### src/rtl/ifetch_prefetch_buf.sv
// ifetch_prefetch_buf
// Instruction prefetch buffer between a core fetch port and a single-outstanding
// instruction memory read port. Sequential words are prefetched into a small
// FIFO of {addr, instr} pairs. The core is served with zero latency from the
// FIFO head or directly from a completing read (bypass). A non-matching
// request redirects the stream. A read still outstanding on redirect or flush
// is drained and its data dropped.
//
// Ports
//   clk_i        in   1   clock, all state updates on rising edge
//   rst_i        in   1   synchronous active-high reset
//   core_req_i   in   1   core fetch request
//   core_addr_i  in   AW  core fetch PC (word aligned)
//   core_ready_o out  1   instruction for core_addr_i valid this cycle
//   core_data_o  out  DW  instruction, 0 when core_ready_o is low
//   flush_i      in   1   discard all prefetched data
//   mem_req_o    out  1   memory read request
//   mem_addr_o   out  AW  memory read address, 0 while no request
//   mem_ready_i  in   1   read completes this cycle
//   mem_data_i   in   DW  read data, valid with mem_ready_i
module ifetch_prefetch_buf #(
    parameter int DEPTH = 4,
    parameter int AW    = 32,
    parameter int DW    = 32
) (
    input  logic          clk_i,
    input  logic          rst_i,
    input  logic          core_req_i,
    input  logic [AW-1:0] core_addr_i,
    output logic          core_ready_o,
    output logic [DW-1:0] core_data_o,
    input  logic          flush_i,
    output logic          mem_req_o,
    output logic [AW-1:0] mem_addr_o,
    input  logic          mem_ready_i,
    input  logic [DW-1:0] mem_data_i
);

    localparam int PW = (DEPTH > 1) ? $clog2(DEPTH) : 1;
    localparam int CW = PW + 1;

    typedef enum logic [1:0] {
        ST_IDLE  = 2'd0,
        ST_FETCH = 2'd1,
        ST_DRAIN = 2'd2
    } state_t;

    state_t          state_r;
    state_t          state_nxt_s;
    logic [AW-1:0]   fetch_addr_r;
    logic [AW-1:0]   drain_addr_r;
    logic            redirect_r;
    logic [CW-1:0]   count_r;
    logic [PW-1:0]   wr_ptr_r;
    logic [PW-1:0]   rd_ptr_r;
    logic [AW-1:0]   fifo_addr_r [DEPTH];
    logic [DW-1:0]   fifo_data_r [DEPTH];

    logic            in_fetch_s;
    logic            fifo_empty_s;
    logic            mem_req_int_s;
    logic [AW-1:0]   mem_addr_int_s;
    logic            completion_s;
    logic            stall_s;
    logic [AW-1:0]   head_addr_s;
    logic [DW-1:0]   head_data_s;
    logic            hit_s;
    logic            bypass_s;
    logic            pending_s;
    logic            miss_s;
    logic            clear_s;
    logic            push_s;
    logic            pop_s;

    // Request/hit decode shared by the FSM, the datapath and the outputs
    always_comb begin
        in_fetch_s     = (state_r == ST_FETCH);
        fifo_empty_s   = (count_r == {CW{1'b0}});
        // Once raised in FETCH the request stays up: count only grows on completion.
        mem_req_int_s  = (in_fetch_s && (count_r < CW'(DEPTH))) || (state_r == ST_DRAIN);
        mem_addr_int_s = (state_r == ST_DRAIN) ? drain_addr_r : fetch_addr_r;
        completion_s   = mem_req_int_s & mem_ready_i;
        // Outstanding read that will still be in flight after this edge
        stall_s        = mem_req_int_s & ~mem_ready_i;
        head_addr_s    = fifo_addr_r[rd_ptr_r];
        head_data_s    = fifo_data_r[rd_ptr_r];

        hit_s    = core_req_i & ~flush_i & in_fetch_s & ~fifo_empty_s
                   & (head_addr_s == core_addr_i);
        bypass_s = core_req_i & ~flush_i & in_fetch_s & fifo_empty_s & completion_s
                   & (mem_addr_int_s == core_addr_i);
        // Waiting only makes sense while streaming; in IDLE no read would ever come.
        if (mem_req_int_s) begin
            pending_s = core_req_i & in_fetch_s & fifo_empty_s & ~completion_s
                        & (mem_addr_int_s == core_addr_i);
        end else begin
            pending_s = core_req_i & in_fetch_s & fifo_empty_s
                        & (fetch_addr_r == core_addr_i);
        end
        miss_s  = core_req_i & ~hit_s & ~bypass_s & ~pending_s;
        clear_s = flush_i | miss_s;
        push_s  = in_fetch_s & completion_s & ~bypass_s & ~clear_s;
        pop_s   = hit_s & ~clear_s;
    end

    // FSM state register
    always_ff @(posedge clk_i) begin
        if (rst_i) begin
            state_r <= ST_IDLE;
        end else begin
            state_r <= state_nxt_s;
        end
    end

    // FSM next-state logic; flush outranks a miss
    always_comb begin
        state_nxt_s = state_r;
        if (flush_i) begin
            state_nxt_s = stall_s ? ST_DRAIN : ST_IDLE;
        end else if (miss_s) begin
            state_nxt_s = stall_s ? ST_DRAIN : ST_FETCH;
        end else begin
            case (state_r)
                ST_IDLE:  state_nxt_s = ST_IDLE;
                ST_FETCH: state_nxt_s = ST_FETCH;
                ST_DRAIN: begin
                    if (completion_s) begin
                        state_nxt_s = redirect_r ? ST_FETCH : ST_IDLE;
                    end else begin
                        state_nxt_s = ST_DRAIN;
                    end
                end
                default:  state_nxt_s = ST_IDLE;
            endcase
        end
    end

    // FSM outputs; reset masks everything in the cycle it is asserted
    always_comb begin
        if (rst_i) begin
            core_ready_o = 1'b0;
            core_data_o  = {DW{1'b0}};
            mem_req_o    = 1'b0;
            mem_addr_o   = {AW{1'b0}};
        end else begin
            core_ready_o = hit_s | bypass_s;
            if (hit_s) begin
                core_data_o = head_data_s;
            end else if (bypass_s) begin
                core_data_o = mem_data_i;
            end else begin
                core_data_o = {DW{1'b0}};
            end
            mem_req_o  = mem_req_int_s;
            mem_addr_o = mem_req_int_s ? mem_addr_int_s : {AW{1'b0}};
        end
    end

    // Fetch address, drain address and redirect flag
    always_ff @(posedge clk_i) begin
        if (rst_i) begin
            fetch_addr_r <= {AW{1'b0}};
            drain_addr_r <= {AW{1'b0}};
            redirect_r   <= 1'b0;
        end else if (flush_i) begin
            redirect_r <= 1'b0;
            if (stall_s) begin
                drain_addr_r <= mem_addr_int_s;
            end else begin
                drain_addr_r <= drain_addr_r;
            end
        end else if (miss_s) begin
            fetch_addr_r <= core_addr_i;
            redirect_r   <= stall_s;
            if (stall_s) begin
                drain_addr_r <= mem_addr_int_s;
            end else begin
                drain_addr_r <= drain_addr_r;
            end
        end else if (in_fetch_s && completion_s) begin
            // Wraps naturally modulo 2^AW
            fetch_addr_r <= fetch_addr_r + AW'(4);
        end else begin
            fetch_addr_r <= fetch_addr_r;
        end
    end

    // FIFO pointers and occupancy; simultaneous push and pop leave count unchanged
    always_ff @(posedge clk_i) begin
        if (rst_i || clear_s) begin
            count_r  <= {CW{1'b0}};
            wr_ptr_r <= {PW{1'b0}};
            rd_ptr_r <= {PW{1'b0}};
        end else begin
            if (push_s) begin
                wr_ptr_r <= wr_ptr_r + PW'(1);
            end else begin
                wr_ptr_r <= wr_ptr_r;
            end
            if (pop_s) begin
                rd_ptr_r <= rd_ptr_r + PW'(1);
            end else begin
                rd_ptr_r <= rd_ptr_r;
            end
            case ({push_s, pop_s})
                2'b10:   count_r <= count_r + CW'(1);
                2'b01:   count_r <= count_r - CW'(1);
                default: count_r <= count_r;
            endcase
        end
    end

    // FIFO storage; contents are only meaningful below count_r, so no reset
    always_ff @(posedge clk_i) begin
        if (push_s) begin
            fifo_addr_r[wr_ptr_r] <= mem_addr_int_s;
            fifo_data_r[wr_ptr_r] <= mem_data_i;
        end
    end

endmodule
### config.mk
export PLATFORM = sky130hd
export DESIGN_NAME = ifetch_prefetch_buf
export DESIGN_NICKNAME = d
export VERILOG_FILES = /design/src/rtl/ifetch_prefetch_buf.sv
export SDC_FILE = /design/constraint.sdc
export NUM_CORES = 1
export LEC_CHECK = 0
export ABC_AREA = 1
export BUFFER_PORTS_ARGS = -buffer_cell sky130_fd_sc_hd__buf_2
export CORE_MARGIN = 5
export CORE_UTILIZATION = 50
export DETAILED_ROUTE_END_ITERATION = 6
export GPL_TIMING_DRIVEN = 0
export HOLD_SLACK_MARGIN = 0.15
export PLACE_DENSITY = 0.76
export SYNTH_ARGS = -nofsm -noshare
export SYNTH_HDL_FRONTEND = slang
export SYNTH_SLANG_ARGS = --single-unit
### constraint.sdc
create_clock -name clk_i -period 9.5 [get_ports clk_i]
set_input_delay 0.475 -clock clk_i [delete_from_list [all_inputs] [get_ports clk_i]]
set_output_delay 0.475 -clock clk_i [all_outputs]
set_load 0.01 [all_outputs]
### Word level (Yosys, flattened, before mapping)

Memory sizes are Yosys's and may differ from the RTL's. A register that Yosys moved wholly into a read port is not among the register bits.
Index checks and enable logic that the tools add are counted.

| cells by class | value |
|---|---|
| add/subtract/negate cells | 5 |
| multipliers | 0 |
| divide/modulo/power cells | 0 |
| $lt $le $gt $ge | 1 |
| equal/unequal tests | 7 |
| shift operators | 0 |
| mux-type cells | 28 |
| bitwise logic cells | 31 |
| reduce and logical (&&, ||, !) cells | 10 |

Operators with widths:

| kind | count |
|---|---|
| two-way mux 32 bit | 11 |
| equality test 32 bit | 3 |
| adder 32 x 3 -> 32 bit, second input constant | 1 |
| AND 1 bit | 21 |
| two-way mux 2 bit | 9 |
| NOT 1 bit | 8 |
| two-way mux 1 bit | 6 |
| case mux 3 bit (2 select lines) | 1 |
| nonzero test 2 bit | 3 |
| adder 2 x 1 -> 2 bit, second input constant | 2 |
| equality test 2 x 1 -> 1 bit, second input constant | 2 |
| equality test 2 bit, second input constant | 2 |
| case mux 2 bit (2 select lines) | 1 |
| adder 3 x 1 -> 3 bit, second input constant | 1 |
| zero test 3 bit | 1 |
| < comparator 3 bit, second input constant | 1 |
| subtractor 3 x 1 -> 3 bit, second input constant | 1 |
| logical AND 1 bit | 2 |
| logical OR 1 bit | 2 |
| bitwise OR 1 bit | 2 |
| AND reduction 2 bit | 1 |
| OR reduction 2 bit | 1 |

| storage, ports and cells | value |
|---|---|
| register bits | 74 |
| bits in latches | 0 |
| memory bits (writable) | 256 |
| memory bits (read-only) | 0 |
| input port bits | 69 |
| output and inout bits | 66 |
| memories kept | 2 |

Memory list:

| name | words | bits a word | read ports | clocked after Yosys merged registers in | wr ports | RTL line | text |
|---|---|---|---|---|---|---|---|
| fifo_addr_r | 4 | 32 | 1 | 1 | 1 | 56 | `logic [AW-1:0] fifo_addr_r [DEPTH];` |
| fifo_data_r | 4 | 32 | 1 | 1 | 1 | 57 | `logic [DW-1:0] fifo_data_r [DEPTH];` |

### Logic depth before layout (Yosys ltp)

| logic depth | value |
|---|---|
| word-level depth | 15 |
| gate-level depth with buffers | 25 |
| gate-level depth less buffers | 24 |

### Worst setup path after synthesis

No wires, ideal clock.

| timing path | value |
|---|---|
| kind | register to register |
| start point | reg state_r[0] |
| end point | mem fifo_addr_r[0][0] (enable) |
| data arrival time | 4.740 ns |
| data required time | 9.014 ns |
| path slack | 4.274 ns |
| cell stages (with the launch flop) | 18 |
| period minus slack after synthesis | 5.226 ns |
| path through | dfxtp_1 -> inv_1 -> ha_1 -> inv_2 -> buf_2 -> nand2_1 -> nand2_1 -> nand2_1 -> nand2_1 -> nand2_1 -> nor2_1 -> nand2_1 -> nor2_1 -> nand3_1 -> nand3_2 -> buf_4 -> nand2_1 -> nor2_1 |

RTL lines:

| item | RTL line | text |
|---|---|---|
| from (decl) | 48 | `state_t state_r;` |
| from (signal assigned) | 111 | `state_r <= state_nxt_s;` |
| equality test 2 bit (*) | 81 | `mem_addr_int_s = (state_r == ST_DRAIN) ? drain_addr_r : fetch_addr_r;` |
| two-way mux 32 bit (*) | 81 |  |
| via mem_addr_int_s[25] | 62 | `logic [AW-1:0] mem_addr_int_s;` |
| equality test 32 bit (*) | 91, 95 |  |
| AND 1 bit, on equally long branches | 91, 95 |  |
| NOT 1 bit or two-way mux 1 bit (tied branches) | 100, 102, 93 |  |
| AND 1 bit or NOT 1 bit (tied branches) | 100 | `miss_s = core_req_i & ~hit_s & ~bypass_s & ~pending_s;` |
| AND 1 bit | 100 |  |
| bitwise OR 1 bit | 101 | `clear_s = flush_i \| miss_s;` |
| NOT 1 bit | 102 | `push_s = in_fetch_s & completion_s & ~bypass_s & ~clear_s;` |
| AND 1 bit (*) | 102 |  |
| two-way mux 1 bit (*) | 215 | `if (push_s) begin` |
| two-way mux 1 bit (implied by the code) (*) | 216 | `fifo_addr_r[wr_ptr_r] <= mem_addr_int_s;` |
| to (decl) | 56 |  |

Mark *: on every way through the listed nets, which the timed path passes. The rest lies on a longest branch.

### Worst setup path after layout

| timing path | value |
|---|---|
| start point | reg state_r[0] |
| end point | mem fifo_addr_r[3][10] (enable) |

Same word-level chain as after synthesis.

==> flow_metrics.py <==
metrics = {
    "status": {
        "status": "complete, no violations",
    },
    "placement": {
        "post_dp_cell_area_um2": 17700,
        "gp_congestion": 0.966,
        "io_buffer_count": 134,
        "place_hpwl_um": 37400,
        "pre_cts_ws_ps": 4490,
    },
    "synth": {
        "synthTopCellsByArea": "edfxtp_1, nand2_1, dfxtp_1",
        "synth_edf_count": 256,
        "yosysTopAreaCell": "edfxtp_1",
        "synth_top_area_share_pct": 47.1,
        "syn_nets": 2020,
        "synth_cells": 1942,
        "post_synth.cell_area_avg_um2": 8.40,
        "yosysSeqAreaShare_pct": 56.5,
        "netlist-cell-type-count": 32,
        "yosys_warnings": 0,
        "synth-seq-cells": 332,
        "yosys_most_used_dff": "edfxtp_1",
        "netlist_area_um2": 16300,
        "async_reset_ff_share_pct": 0,
    },
    "layout": {
        "syn_to_final_growth_pct": 15.3,
        "fill_cells": 2873,
        "final_net_count": 2200,
        "multiInputGateArea_um2": 6160,
        "drive_gt1_share_pct": 11.5,
        "utilization_pct": 58.1,
        "stdcell_area_um2": 18800,
        "seqCellArea_um2": 9210,
        "n_antenna_cell": 0,
    },
    "timing": {
        "fin_setup_tns_ps": 0,
        "tightest_slew_ps": 919,
        "setup_slack_ps": 4420,
        "skew_ps": 21.9,
        "min_period_ps": 5080,
        "finalSetupViolCount": 0,
        "fin_crit_sh_pct": 53.4,
        "maxSlewHeadroom_pct": 38.2,
        "max_freq_mhz": 197,
        "hold_viol": 0,
        "grt_setup_unrepaired": "no",
        "report.final.slew_viol_count": 0,
    },
    "clocking": {
        "cts_setup_buffers": 0,
        "cts_hold_buf": 0,
        "cts_resized": 0,
        "htreeDepth": 2,
        "cts.reportedPaths.clkPinSlew_ps": 60,
        "cts-buffers-inserted": 36,
        "clockRootBuffer": "clkbuf_16",
        "ctsLongestPathBuffers": 3,
        "cts_tree": "yes",
        "clkLatencyLatePin_ps": 530,
        "clkSinkCount": 332,
    },
    "hold_path": {
        "hold-path-cell-count": 2,
        "hp-start": "rst_i",
        "hold_path_end": "state_r[1]",
        "min_path_type": "primary input to flip-flop",
    },
    "global_route": {
        "antenna_found_initial": 0,
        "grt_pass1_vias": 13700,
        "grt_max_degree": 30,
        "grt_usage_pct": 27.4,
        "grt_pass1_wl_um": 77400,
        "grt-ovfl-total": 0,
    },
    "route": {
        "viasPerCell": 5.55,
        "ant_nets": 0,
        "post-route-drc-count": 0,
        "firstDrtPassIters": 6,
        "drt_wl_total_um": 51000,
        "num_vias": 14400,
        "first_iter_violations": 1632,
        "wire_per_inst_um": 19.7,
    },
    "run": {
        "maxCapViolations": 0,
    },
    "critical_path": {
        "end_kind": "flip-flop",
        "slowest_delay_ps": 800,
        "cp_num_cells": 19,
        "r2r_slack_ps": 4420,
        "cp_num_buf_inv": 6,
        "cpMostUsedCell": "nand2_1",
        "cp.arrival_ps": 5290,
        "path_max_fanout": 25,
        "critPathTopFamily": "simple AND/OR/NAND/NOR gates",
        "timing.rr.end": "fifo_addr_r[3][10]",
        "r2r-start": "state_r[0]",
        "critPathKind": "flip-flop to flip-flop",
        "path_cells": "inv_1, ha_1, inv_2, buf_2, nand2_1, nand2_1, nand2_1, nand2_1, nand2_1, nor2_1, nand2_1, nor2_1, nand3_1, nand3_2, buf_4, nand2_1, nor2_4, buf_16, buf_12",
        "start_kind": "flip-flop",
        "worstPathRequired_ps": 9710,
        "cp_slowest_cell": "nor2_4",
        "r2r_cells": 19,
    },
    "die": {
        "dieArea_um2": 36300,
        "rows": 66,
        "die_x_um": 191,
        "die_h_um": 191,
        "start_util_pct": 50.4,
        "ios": 135,
        "core_um2": 32400,
    },
    "power": {
        "leakagePower_nw": 8.11,
        "power.density_nw_per_um2": 165,
        "ir_drop_uv": 108,
    },
}
-- logic make-up after synthesis --
| group | Yosys count | share of synthesized area, % |
|---|---|---|
| buffers and inverters | 224 | 5.98 |
| adder cells (fa/ha/maj) | 9 | 0.736 |
| AND/OR/NAND/NOR | 1197 | 30.2 |
| flip-flops | 332 | 56.5 |
| AO/OA/AOI/OAI | 144 | 4.73 |
| XOR/XNOR | 36 | 1.93 |
-- layout by cell type, fill, tap and decap left out --
master	Yosys	layout
nand2_2	1	1
clkinv_1	1	8
xnor2_1	1	1
buf_4	13	13
clkbuf_16	0	37
nor2_4	0	4
nand3_2	2	2
nor2_1	316	312
o22ai_1	32	32
xor2_1	35	35
buf_6	7	7
buf_16	0	2
inv_6	0	3
buf_2	27	161
buf_12	0	6
o21ai_1	1	1
clkbuf_1	44	56
nor4_1	9	9
o211ai_1	1	1
edfxtp_1	256	256
nand2_1	619	619
nand3b_1	6	6
buf_1	2	2
ha_1	8	8
clkbuf_8	0	1
nor3_1	55	55
fa_1	1	1
clkinv_2	0	6
inv_1	126	126
a21oi_1	38	38
nand4_1	47	47
o2111ai_1	1	1
o21ai_0	69	69
a211oi_1	1	1
dfxtp_1	76	76
and3_1	1	1
nand3_1	141	141
inv_2	4	4
o21bai_1	1	1
-- registers in the layout, indices dropped and copies added (netlist names), named ones only --
| register | count |
|---|---|
| count_r | 3 |
| state_r | 2 |
| redirect_r | 1 |
| fifo_data_r | 128 |
| drain_addr_r | 32 |
| rd_ptr_r | 2 |
| wr_ptr_r | 2 |
| fetch_addr_r | 32 |
| fifo_addr_r | 128 |
-- layout make-up --
class,count,share of cell area [%]
flip-flops and latches,332,49.0
multi-input cells,1386,32.7
clock buffers,50,5.24
repair buffers,142,4.50
well taps,442,2.94
inverters,131,2.61
plain buffers,93,2.57
clock inverters,16,0.439
-- per-stage QoR --
stage | total power, mW | hold WS [ps] | cells
floorplan | 1.74 | 450 | 1942
global placement | 1.82 | 461 | 2518
detailed placement | 1.82 | 477 | 2526
CTS | 3.10 | 154 | 2592
global route | 3.19 | 175 | 2592
finish | 3.10 | 161 | 2592
-- power by group --
part	total (mW)	leakage [nW]	switching [mW]	internal, mW
combinational	0.205	4.64	0.144	0.0612
clock	1.30	0.525	0.571	0.728
sequential	1.60	2.94	0.0166	1.58
-- how the worst max path moves through the flow --
stage | from | end | slack, ps
2_1_floorplan | state_r[0] | fifo_addr_r[0][0] | 4270
3_3_place_gp | state_r[0] | fifo_data_r[1][6] | 980
3_5_place_dp | state_r[0] | fifo_data_r[3][6] | 4490
4_1_cts | state_r[0] | fifo_data_r[3][6] | 4450
5_1_grt | state_r[0] | fifo_addr_r[3][10] | 4120
6_report | state_r[0] | fifo_addr_r[3][10] | 4420
-- cells in the mapped netlist, types with 2 or more instances --
library cell / number
nand3_2: 2
nand4_1: 47
nand3b_1: 6
o21ai_0: 69
dfxtp_1: 76
ha_1: 8
nor4_1: 9
buf_1: 2
xor2_1: 35
clkbuf_1: 44
inv_1: 126
o22ai_1: 32
buf_2: 27
inv_2: 4
buf_6: 7
edfxtp_1: 256
buf_4: 13
nand2_1: 619
a21oi_1: 38
nor3_1: 55
nor2_1: 316
nand3_1: 141
-- per-layer routing --
metal	GRT usage, %	share of wire, %	vias to the layer above
met4	10.9	4.1	0
met3	4.14	8.6	125
li1	-	-	6807
met2	44.9	46	723
met1	37.1	41	6718
met5	0	0	-
No activity file was read; power rests on OpenSTA's default activity.
